### src/rtl/regfile_sb.sv
// Parametrised two-write / two-read register file with a per-register busy
// scoreboard that raises the issue stall on RAW/WAW hazards.
module regfile_sb #(
    parameter int DATA_W   = 8,
    parameter int DEPTH    = 4,
    parameter int ZERO_REG = 0,
    parameter int BYPASS   = 1,
    localparam int ADDR_W  = $clog2(DEPTH)
) (
    input  logic              clk,
    input  logic              rst,
    input  logic              we_a,
    input  logic [ADDR_W-1:0] wa_addr,
    input  logic [DATA_W-1:0] wa_data,
    input  logic              we_b,
    input  logic [ADDR_W-1:0] wb_addr,
    input  logic [DATA_W-1:0] wb_data,
    input  logic [ADDR_W-1:0] ra1_addr,
    input  logic [ADDR_W-1:0] ra2_addr,
    output logic [DATA_W-1:0] rd1_data,
    output logic [DATA_W-1:0] rd2_data,
    input  logic              issue_valid,
    input  logic [ADDR_W-1:0] issue_dst,
    input  logic [ADDR_W-1:0] issue_src1,
    input  logic [ADDR_W-1:0] issue_src2,
    input  logic              issue_has_dst,
    output logic              stall,
    output logic [DEPTH-1:0]  busy
);

    logic [DATA_W-1:0] regs_reg [DEPTH];
    logic [DEPTH-1:0]  busy_reg;
    logic [DEPTH-1:0]  hit_a;
    logic [DEPTH-1:0]  hit_b;
    logic [DEPTH-1:0]  clr;
    logic [DEPTH-1:0]  set;
    logic [DEPTH-1:0]  eff;
    logic              accept;

    logic [ADDR_W-1:0]            ra [2];
    logic [1:0][DATA_W-1:0]       rd_val;

    // A hardwired zero register never sees a write hit, so it stays 0 and never busy.
    for (genvar gi = 0; gi < DEPTH; gi++) begin : g_reg
        localparam bit HARD_ZERO = (ZERO_REG != 0) && (gi == 0);
        assign hit_a[gi] = !HARD_ZERO && we_a && (wa_addr == ADDR_W'(gi));
        assign hit_b[gi] = !HARD_ZERO && we_b && (wb_addr == ADDR_W'(gi));
        assign clr[gi]   = hit_a[gi] | hit_b[gi];
        assign set[gi]   = !HARD_ZERO && accept && issue_has_dst && (issue_dst == ADDR_W'(gi));
        assign eff[gi]   = busy_reg[gi] & ~((BYPASS != 0) ? clr[gi] : 1'b0);
    end

    assign stall  = issue_valid & (eff[issue_src1] | eff[issue_src2] |
                                   (issue_has_dst & eff[issue_dst]));
    assign accept = issue_valid & ~stall;

    always_ff @(posedge clk or posedge rst) begin
        if (rst) begin
            for (int i = 0; i < DEPTH; i++) begin
                regs_reg[i] <= '0;
            end
            busy_reg <= '0;
        end else begin
            for (int i = 0; i < DEPTH; i++) begin
                if (hit_b[i]) begin
                    regs_reg[i] <= wb_data;
                end else if (hit_a[i]) begin
                    regs_reg[i] <= wa_data;
                end
            end
            // Set is OR-ed after the clear so a same-edge issue keeps the bit.
            busy_reg <= (busy_reg & ~clr) | set;
        end
    end

    assign ra[0] = ra1_addr;
    assign ra[1] = ra2_addr;

    // Forwarding is suppressed during reset so reads return the cleared contents.
    for (genvar gi = 0; gi < 2; gi++) begin : g_rd
        assign rd_val[gi] = ((BYPASS != 0) && !rst && hit_b[ra[gi]]) ? wb_data :
                            ((BYPASS != 0) && !rst && hit_a[ra[gi]]) ? wa_data :
                            regs_reg[ra[gi]];
    end

    assign rd1_data = rd_val[0];
    assign rd2_data = rd_val[1];
    assign busy     = busy_reg;

endmodule

### config.mk
export PLATFORM = sky130hd
export DESIGN_NAME = regfile_sb
export DESIGN_NICKNAME = d
export VERILOG_FILES = /design/src/rtl/regfile_sb.sv
export SDC_FILE = /design/constraint.sdc
export NUM_CORES = 1
export LEC_CHECK = 0
export BUFFER_PORTS_ARGS = -buffer_cell sky130_fd_sc_hd__buf_2
export CAP_MARGIN = 20
export CORE_MARGIN = 2
export CORE_UTILIZATION = 59
export DETAILED_ROUTE_END_ITERATION = 10
export GPL_ROUTABILITY_DRIVEN = 0
export PLACE_DENSITY = 0.82
export SETUP_SLACK_MARGIN = 0.05
export SYNTH_ARGS = -nofsm -noshare
export SYNTH_HDL_FRONTEND = slang
export SYNTH_SLANG_ARGS = --single-unit
export TNS_END_PERCENT = 1
### constraint.sdc
create_clock -name clk -period 6.35 [get_ports clk]
set_input_delay 1.905 -clock clk [delete_from_list [all_inputs] [get_ports clk]]
set_output_delay 1.905 -clock clk [all_outputs]
set_load 0.05 [all_outputs]
==> results of run 1 <==
-- worst max-delay path, stage by stage --
cell and delay, ns:
buf_2 0.14, and3_1 0.37, nand3b_1 0.30, mux4_2 0.50, nand2_2 0.13, o21a_1 0.13
buf_2 0.25
-- logic make-up (layout without fill, tap and decap cells) --
group / Yosys count / in the layout / share of synthesized area [%]
AOI/OAI and AO/OA: 53 / 53 / 10.49
xor gates and xnor gates: 8 / 8 / 2.645
buffers and inverters: 21 / 72 / 4.346
DFF: 36 / 36 / 34.01
muxes: 67 / 67 / 34.29
and+or+nand+nor: 73 / 73 / 14.22
-- layout by cell type (no fill, tap or decap), types with 2 or more instances in the layout --
master,instances
dfrtp_1,36
mux4_2,19
nand3_1,5
buf_4,6
clkbuf_8,5
o21ai_0,32
a21oi_1,16
xnor2_1,8
o41ai_1,2
mux2i_1,48
nor2b_1,2
buf_2,56
nand3b_1,3
nor2_1,17
inv_1,2
nand2_1,34
and3b_1,2
nand3b_4,2
-- worst max path at each step --
stage	from	to	slack [ns]	depth (start not counted)
final	wb_addr[0]	stall	0.72	7
after global routing	wb_addr[0]	stall	0.65	7
after CTS	wb_addr[0]	stall	0.74	7
after detailed placement	wb_addr[0]	stall	0.74	7
after global placement	wb_addr[0]	stall	0.79	7
after floorplan	ra1_addr[0]	rd1_data[0]	0.80	5
-- power by group through the flow --
stage	clock network (mW)	registers, mW	logic [mW]
floorplan	0	0.308	0.246
global placement	0	0.300	0.323
detailed placement	0	0.302	0.330
CTS	0.206	0.298	0.332
global route	0.216	0.304	0.353
finish	0.203	0.299	0.331
-- metrics by stage --
step                utilization, %  total power [mW]  area, um^2  hold slack, ns  std cells
floorplan                        -            0.5534        2649          0.5422        258
global placement             67.33            0.6231        2932          0.5628        353
detailed placement           67.33            0.6325        2932          0.5775        353
CTS                          69.89            0.8361        3043          0.5952        361
global route                 69.89            0.8723        3043          0.6312        361
finish                       69.89            0.8329        3043          0.5890        361
-- routing by layer --
layer / track usage [%] / part of all wire [%] / routed length [um] / vias to the layer above
met5: 0 / 0 / 0 / -
met4: 10.48 / 2.1 / 140 / 0
met3: 4.986 / 7.4 / 484 / 14
met2: 45.28 / 51 / 3300 / 95
met1: 34.98 / 40 / 2605 / 1044
li1: - / - / - / 1042
-- final cells by class --
cell class / count / area, um^2 / share of cell area [%]
clock buffer: 5 / 68.82 / 2.262
tap: 52 / 65.06 / 2.138
timing repair buffer: 62 / 325.3 / 10.69
sequential: 36 / 900.9 / 29.61
clock inverter: 3 / 42.54 / 1.398
multi-input combinational: 201 / 1633 / 53.66
inverter: 2 / 7.507 / 0.2467
==> impl_results.md, run 1 <==
* Status: completed
* Setup repair after global routing missed its margin: false
* Final Setup Violations at 0
* TNS Setup at 0 ns
* Largest net degree at the start of global routing at 33
* Ys Warns at 0
* Worst R2R End: busy[2]$_DFF_PP0_
* Min-delay src: busy[1]$_DFF_PP0_
* Sw frac at 39.01%
* R2r setup slk at 5.00 ns
* Flop pwr share at 35.9%
* Worst hold stages at 2
* Hold-fix buffers, CTS at 0
* P_sw at 0.3249 mW
* Die width at 71.01 um
* Setup Crit Path Kind: input port to output pin
* Slew HR at 54.76%
* Critical Path Start Type: input port
* Sequential share of the synthesized area at 34.01%
* Clk slew on worst S/H paths at ~0.070 ns
* Synthesized area at 2649 um^2
* Fmax at 177.6 MHz
* Violation count after the first detailed-route iteration at 143
* DR pass1 iterations at 4
* Core area at 4354 um^2
* Via Count at about 2200
* Post-CTS Resized at 0
* Worst setup EP type: output pin
* Vias per cell at 6.080
* # DRC at 0
* Fin crit share at 88.68%
* Placed wire-length estimate at 4.483 mm
* CTS tree: built
* Internal at 0.5080 mW
* Pwr/cell area at between 200 and 300 nW/um^2
* Synth Net Count at 294
* Worst Hold End: busy[1]$_DFF_PP0_
* Port bufs at between 50 and 60
* Critical-path maximum fanout at 17
* EDFF count, synth at 0
* Max Clock Skew at ~0.0014 ns
* Synth unique cells at 31
* Vias in the first global route at 2079
* RR Startpoint: busy[3]$_DFF_PP0_
* Filler instances at between 300 and 400
* GRT overflow at 0
* Max Buffers Root-to-Sink at 2
* Die Area at a little over 5000 um^2
* Slew at the pin closest to its max-slew limit at between 0.6 and 0.7 ns
* Initial antenna violation count at 0
* H-tree Lvls at 2
* Detail Route Antenna Nets at 0
* Clock sink total at 36
* Post-synth top area share at 34.01%
* Layout area overhead at 14.88%
* Required @ worst endpoint at 4.45 ns
* Global-route wire length before repair at 10.29 mm
* Top post-synthesis cells by count: mux2i_1 (48), dfrtp_1 (36), nand2_1 (34), o21ai_0 (32), mux4_2 (19)
* Clock power share at 24.4%
* Peak supply drop at 154.9 uV
* Max-cap violations at 0
* Num ports at 57
* Fin nets at around 340
* Crit path DAT at 3.73 ns
* Share of cells above drive strength 1 at 30.74%
* Total wire length at 6.530 mm
* Max-slew violations at 0
* Logic gate share of total power at 39.7%
* CTS root buffer: clkbuf_8
* DP Worst Slack at 0.7408 ns
* Num rows at 24
* Syn avg cell area at 10.27 um^2
* Leakage at between 1.5 and 2 nW
* Ys flop type: dfrtp_1
* Largest register FFs at 32
* Synth Register Bits at 36
* Worst Reg2Reg Path Length in Cells at 4
* Worst-Skew Late Latency at 0.29 ns
* Syn Inst Count at 258
* # Post-CTS Setup Buffers at 0
* Minimum clock period at 5.631 ns
* Top cells by area in the synthesized netlist: dfrtp_1 (34%), mux2i_1 (18%), mux4_2 (16%)
* Largest area contributor in the netlist: dfrtp_1
* Ant diodes at 0
* Type of the worst min-delay path: register to register
* Setup ws final at 0.7188 ns
* Count leader, synth: mux2i_1
* Hold Fails Final Rpt at 0
* DIE HEIGHT at roughly 71 um
* Num CTS Buffers at 5
* WL/cell at 18.09 um
* GR Util All Layers at between 20% and 30%
* Async SR Flop Fraction at 100.0%
* Initial Util at around 61%
No activity file was read; power rests on OpenSTA's default activity.
==> inputs of run 2 (changes only) <==
- REMOVE_ABC_BUFFERS: unset -> 1
==> run 2 against run 1 <==
Net effect:
- final cell count shrank 0.28%
- combinational power about the same
- fmax decreased by 0.26%
- non-clock buffer count is the same
- routed wire length rose by 3.6%
- via count grew 2.9%
- count of clock-buffer cells in the layout rose by 1
- flip-flop and latch count is the same
- first-iteration DRC count increased by 59%
- critical path type unchanged
==> impl_results.md, run 2 (synthesis results as in run 1) <==
* Required @ worst endpoint at approximately 4.5 ns
* Pwr/cell area at 261.2 nW/um^2
* Slew at the pin closest to its max-slew limit at roughly 0.77 ns
* Critical path origin: wb_addr[0]
* Initial Util at between 60% and 70%
* Total power at 0.7860 mW
* Most used cell, CP: buf_2
* Clk slew on worst S/H paths at around 0.07 ns
* Hold Fails Final Rpt at 0
* Critical-path maximum fanout at 17
* Cells along the critical path: buf_2 > and3_1 > nand3b_1 > mux4_2 > nand2_2 > o21a_1 > buf_2
* Worst hold slack at 0.5964 ns
* Crit path DAT at 3.74 ns
* Core area at 4354 um^2
* Most common cell after layout, fill and taps aside: buf_2
* Critical Path Max Stage Delay at 0.50 ns
* Peak supply drop at 165.6 uV
* Vias per cell at approximately 6.3
* Placed wire-length estimate at around 4.6 mm
* GR peak layer: met2
* GRT overflow at 0
* Status: completed
* Placed cells at roughly 350
* Worst setup EP type: output pin
* Post-CTS Resized at 0
* Num rows at 24
* Num ports at 57
* Fin nets at ~340
* Met3 Resource Use GR at 7.265%
* Initial antenna violation count at 0
* Port bufs at 56
* Critical Path Start Type: input port
* H-tree Lvls at 2
* Clock sink total at 36
* Violation count after the first detailed-route iteration at ~230
* Share of cells above drive strength 1 at 30.19%
* Ant diodes at 0
* CTS tree: built
* P_sw at 0.3195 mW
* Crit path max-delay cell type: mux4_2
* Die width at ~70 um
* Logic gate share of total power at 42.2%
* RR Startpoint: busy[3]$_DFF_PP0_
* Sw frac at approximately 40%
* Grt met1 use at 37.78%
* # Post-CTS Setup Buffers at 0
* Fmax at 177.1 MHz
* DIE HEIGHT at 71.01 um
* WL/cell at 18.80 um
* Filler instances at 340
* Max-slew violations at 0
* GR Util met2 at about 46%
* Largest net degree at the start of global routing at 37
* Via Count at 2258
* Type of the worst min-delay path: register to register
* DR pass1 iterations at 4
* Slew HR at 48.24%
* Total wire length at between 6 and 7 mm
* Final Cell Area at 3009 um^2
* Final Setup Violations at 0
* Global-route wire length before repair at about 11 mm
* Worst-Skew Late Latency at 0.29 ns
* Layout area overhead at 13.60%
* Clock power share at 19.5%
* Min-delay src: busy[1]$_DFF_PP0_
* Max Buffers Root-to-Sink at 2
* GR Util All Layers at 28.56%
* Max-cap violations at 0
* Vias in the first global route at 2183
* # DRC at 0
* Minimum clock period at approximately 5.6 ns
* Largest register FFs at 32
* Buf/Inv on CP at 2
* Max Clock Skew at slightly above 0.0003 ns
* Flop pwr share at 38.3%
* Die Area at 5042 um^2
* CTS root buffer: clkbuf_8
* Internal at 0.4665 mW
* TNS Setup at 0 ns
* Fin crit share at 88.91%
* Detail Route Antenna Nets at 0
* Leakage at around 1.5 nW
* Most frequent cells in the layout: buf_2 (56), mux2i_1 (48), dfrtp_1 (36)
* Setup Crit Path Kind: input port to output pin
* Final Non-Filler Cells at 360
* Crit path max-delay family: simple AND/OR/NAND/NOR gates
* Setup repair after global routing missed its margin: false
* Num CTS Buffers at 5
* Hold-fix buffers, CTS at 0
* Cell Area, Placed at about 3000 um^2
run 2: changes by cell type in the layout (fill, tap and decap cells not counted), sizes merged:
cell      delta
bufinv       -1
clkbuf       +1
clkinvlp     -1
run 2: final cells by class:
class                   count  area [um^2]  area share [%]
well taps                  52        65.06           2.162
repair buffers             62        325.3           10.81
flip-flops and latches     36        900.9           29.94
clock buffers               6        72.57           2.412
clock inverters             1        5.005          0.1663
multi-input cells         201         1633           54.26
inverters                   2        7.507          0.2495
run 2: power by group through the flow:
stage | clock (mW) | sequential (mW) | combinational (mW)
after floorplan | 0 | 0.308 | 0.236
after CTS | 0.157 | 0.299 | 0.332
after global routing | 0.168 | 0.304 | 0.355
final | 0.154 | 0.301 | 0.332
after detailed placement | 0 | 0.303 | 0.331
after global placement | 0 | 0.300 | 0.324
run 2: per-stage QoR:
step | worst slack, ns | utilization (%)
finish | 0.7042 | 69.11
global placement | 0.7462 | 67.33
global route | 0.5914 | 69.11
floorplan | 0.9930 | -
detailed placement | 0.6938 | 67.33
CTS | 0.6920 | 69.11
run 2: path summary, 6_finish.rpt:
| kind | depth (start not counted) | slack (ns) | end |
|---|---|---|---|
| max | 7 | 0.70 | stall |
| min | 2 | 0.60 | busy[1]$_DFF_PP0_ |
| max reg2reg | 4 | 5.00 | busy[1]$_DFF_PP0_ |
| min reg2reg | 2 | 0.60 | busy[1]$_DFF_PP0_ |
| max in group asynchronous | 3 | 4.27 | regs_reg[15]$_DFFE_PP0P_ |
| min in group asynchronous | 3 | 1.76 | regs_reg[4]$_DFFE_PP0P_ |
run 2: worst min-delay path: stages (launching register included):
cell and delay [ns]:
dfrtp_1 0.39, nand3b_4 0.10, o41ai_1 0.08
run 2: routing by layer:
| metal | vias up | wire length, um |
|---|---|---|
| met5 | - | 0 |
| met4 | 0 | 129 |
| met3 | 13 | 456 |
| met2 | 95 | 3351 |
| met1 | 1110 | 2831 |
| li1 | 1040 | - |
==> inputs of run 3 (changes only) <==
--- a/config.mk
+++ b/config.mk
@@ -9,8 +9,9 @@
 export CAP_MARGIN = 20
 export CORE_MARGIN = 2
-export CORE_UTILIZATION = 59
+export CORE_UTILIZATION = 61
+export CTS_BUF_LIST = sky130_fd_sc_hd__clkbuf_2 sky130_fd_sc_hd__clkbuf_4 sky130_fd_sc_hd__clkbuf_8
 export DETAILED_ROUTE_END_ITERATION = 10
 export GPL_ROUTABILITY_DRIVEN = 0
-export PLACE_DENSITY = 0.82
+export PLACE_DENSITY = 0.85
 export REMOVE_ABC_BUFFERS = 1
 export SETUP_SLACK_MARGIN = 0.05
==> constraint.sdc (replaced) <==
create_clock -name clk -period 6.35 [get_ports clk]
set_input_delay 0.635 -clock clk [delete_from_list [all_inputs] [get_ports clk]]
set_output_delay 0.635 -clock clk [all_outputs]
set_load 0.05 [all_outputs]
==> run 3 against run 2 <==
Net effect:
- setup slack better by 2.4 ns
- die area is 3.1% lower
- register-to-register slack got worse by 0.14 ns
- count of clock-buffer cells in the layout fell by 1
- fmax is 75% higher
- sequential share of layout area down 0.53 points
- hold slack got worse by 0.39 ns
- clock skew grew 0.0068 ns
- routed wire length up 6.4%
- global-route usage grew 2.6 points
==> impl_results.md, run 3 (synthesis results as in run 1) <==
* Share of cells above drive strength 1 at 30.16%
* Max-slew violations at 0
* Ant diodes at 0
* Worst setup EP type: output pin
* Flop pwr share at 32.7%
* Pwr/cell area at between 300 and 400 nW/um^2
* Slew HR at 38.87%
* Final Setup Violations at 0
* WL/cell at 20.29 um
* Max Clock Skew at 0.007059 ns
* Slew at the pin closest to its max-slew limit at 0.9129 ns
* Logic gate share of total power at 36.3%
* DR pass1 iterations at 4
* Core area at 4086 um^2
* Placed wire-length estimate at 4.673 mm
* Critical Path Max Stage Delay at 0.53 ns
* Status: completed
* Die Area at 4885 um^2
* Crit path max-delay cell type: mux4_2
* Port bufs at 56
* Vias per cell at 6.583
* DIE HEIGHT at 69.90 um
* P_sw at between 0.3 and 0.4 mW
* R2r setup slk at 4.86 ns
* Violation count after the first detailed-route iteration at 254
* Buf/Inv on CP at 2
* Total wire length at 7.204 mm
* Crit path DAT at 2.60 ns
* Fin crit share at 50.92%
* Post-CTS Resized at 0
* Total power at roughly 0.9 mW
* Clock sink total at 36
* Die width at between 60 and 70 um
* TNS Setup at 0 ns
* Detail Route Antenna Nets at 0
* Minimum clock period at 3.233 ns
* Hold Fails Final Rpt at 0
* GRT overflow at 0
* Worst hold slack at just over 0.2 ns
* Vias in the first global route at 2257
* Largest register FFs at 32
* Clock power share at 31.0%
* Clk slew on worst S/H paths at 0.08 ns
* Internal at 0.5874 mW
* Cells along the critical path: buf_2 > nand3_1 > nand3b_1 > mux4_2 > nand2_2 > o21a_1 > buf_2
* Type of the worst min-delay path: input port to async pin
* Via Count at approximately 2300
* Num rows at 23
* Critical Path Start Type: input port
* Most used cell, CP: buf_2
* Filler instances at roughly 280
* CTS root buffer: clkbuf_8
* Required @ worst endpoint at roughly 5.7 ns
* Initial antenna violation count at 0
* Max-cap violations at 0
* Hold-fix buffers, CTS at 0
* Crit path max-delay family: simple AND/OR/NAND/NOR gates
* Layout area overhead at 15.64%
* Largest net degree at the start of global routing at 36
* Most common cell after layout, fill and taps aside: buf_2
* H-tree Lvls at 2
* # Post-CTS Setup Buffers at 0
* Fin nets at 340
* Setup Crit Path Kind: input port to output pin
* # DRC at 0
* Global-route wire length before repair at ~12 mm
* Fmax at 309.3 MHz
* Cell Area, Placed at 2904 um^2
* Max Buffers Root-to-Sink at 2
* Initial Util at approximately two thirds
* Leakage at 1.526 nW
* Peak supply drop at about 160 uV
* Worst-Skew Late Latency at ~0.3 ns
* Num ports at 57
* Sw frac at 36.50%
* GR Util All Layers at roughly 31%
* Setup repair after global routing missed its margin: false
* Critical-path maximum fanout at 9
* Num CTS Buffers at 5
* Most frequent cells in the layout: buf_2 (56), mux2i_1 (48), dfrtp_1 (36)
* Final Cell Area at approximately 3000 um^2
* CTS tree: built
run 3: cell count changes in the layout (fill, tap and decap cells not counted):
cell | before | now
buf_4 | 6 | 2
bufinv_16 | 0 | 3
clkbuf_1 | 1 | 0
clkinv_2 | 1 | 0
nor3b_1 | 1 | 0
nor3b_2 | 1 | 2
run 3: cell type report:
class,instances,area [um^2],share of cell area (%)
timing repair buffer,58,295.3,9.641
multi-input combinational,201,1638,53.47
tap,50,62.56,2.042
sequential,36,900.9,29.41
clock buffer,5,68.82,2.247
inverter,2,7.507,0.2451
clock inverter,3,90.09,2.941
run 3: per-layer routing:
metal,up-vias,track usage (%),part of all wire [%]
met1,1158,42.28,40
li1,1033,-,-
met3,15,4.040,7.7
met4,0,12.18,2.0
met2,131,51.11,50
met5,-,0,0
run 3: path summary, 6_finish.rpt:
kind	start	endpoint	cells after the start
worst max-delay path	wa_addr[0]	stall	7
worst min-delay path	rst	regs_reg[25]$_DFFE_PP0P_	2
worst max register to register	busy[3]$_DFF_PP0_	busy[1]$_DFF_PP0_	4
worst min register to register	regs_reg[10]$_DFFE_PP0P_	regs_reg[10]$_DFFE_PP0P_	2
max in group asynchronous	rst	regs_reg[9]$_DFFE_PP0P_	3
min in group clk	regs_reg[10]$_DFFE_PP0P_	regs_reg[10]$_DFFE_PP0P_	2
run 3: metrics by stage:
stage | std cells | worst slack (ns) | util, %
6_report | 355 | 3.117 | 74.95
5_1_grt | 355 | 3.013 | 74.95
4_1_cts | 355 | 3.112 | 74.95
3_5_place_dp | 347 | 3.127 | 71.07
3_3_place_gp | 347 | 3.235 | 71.07
2_1_floorplan | 239 | 3.533 | -
run 3: power groups by stage:
stage | Combinational, mW | Sequential [mW] | Clock, mW
4_1_cts | 0.335 | 0.300 | 0.286
3_5_place_dp | 0.332 | 0.303 | 0
2_1_floorplan | 0.236 | 0.308 | 0
5_1_grt | 0.357 | 0.306 | 0.298
6_report | 0.336 | 0.303 | 0.287
3_3_place_gp | 0.323 | 0.300 | 0
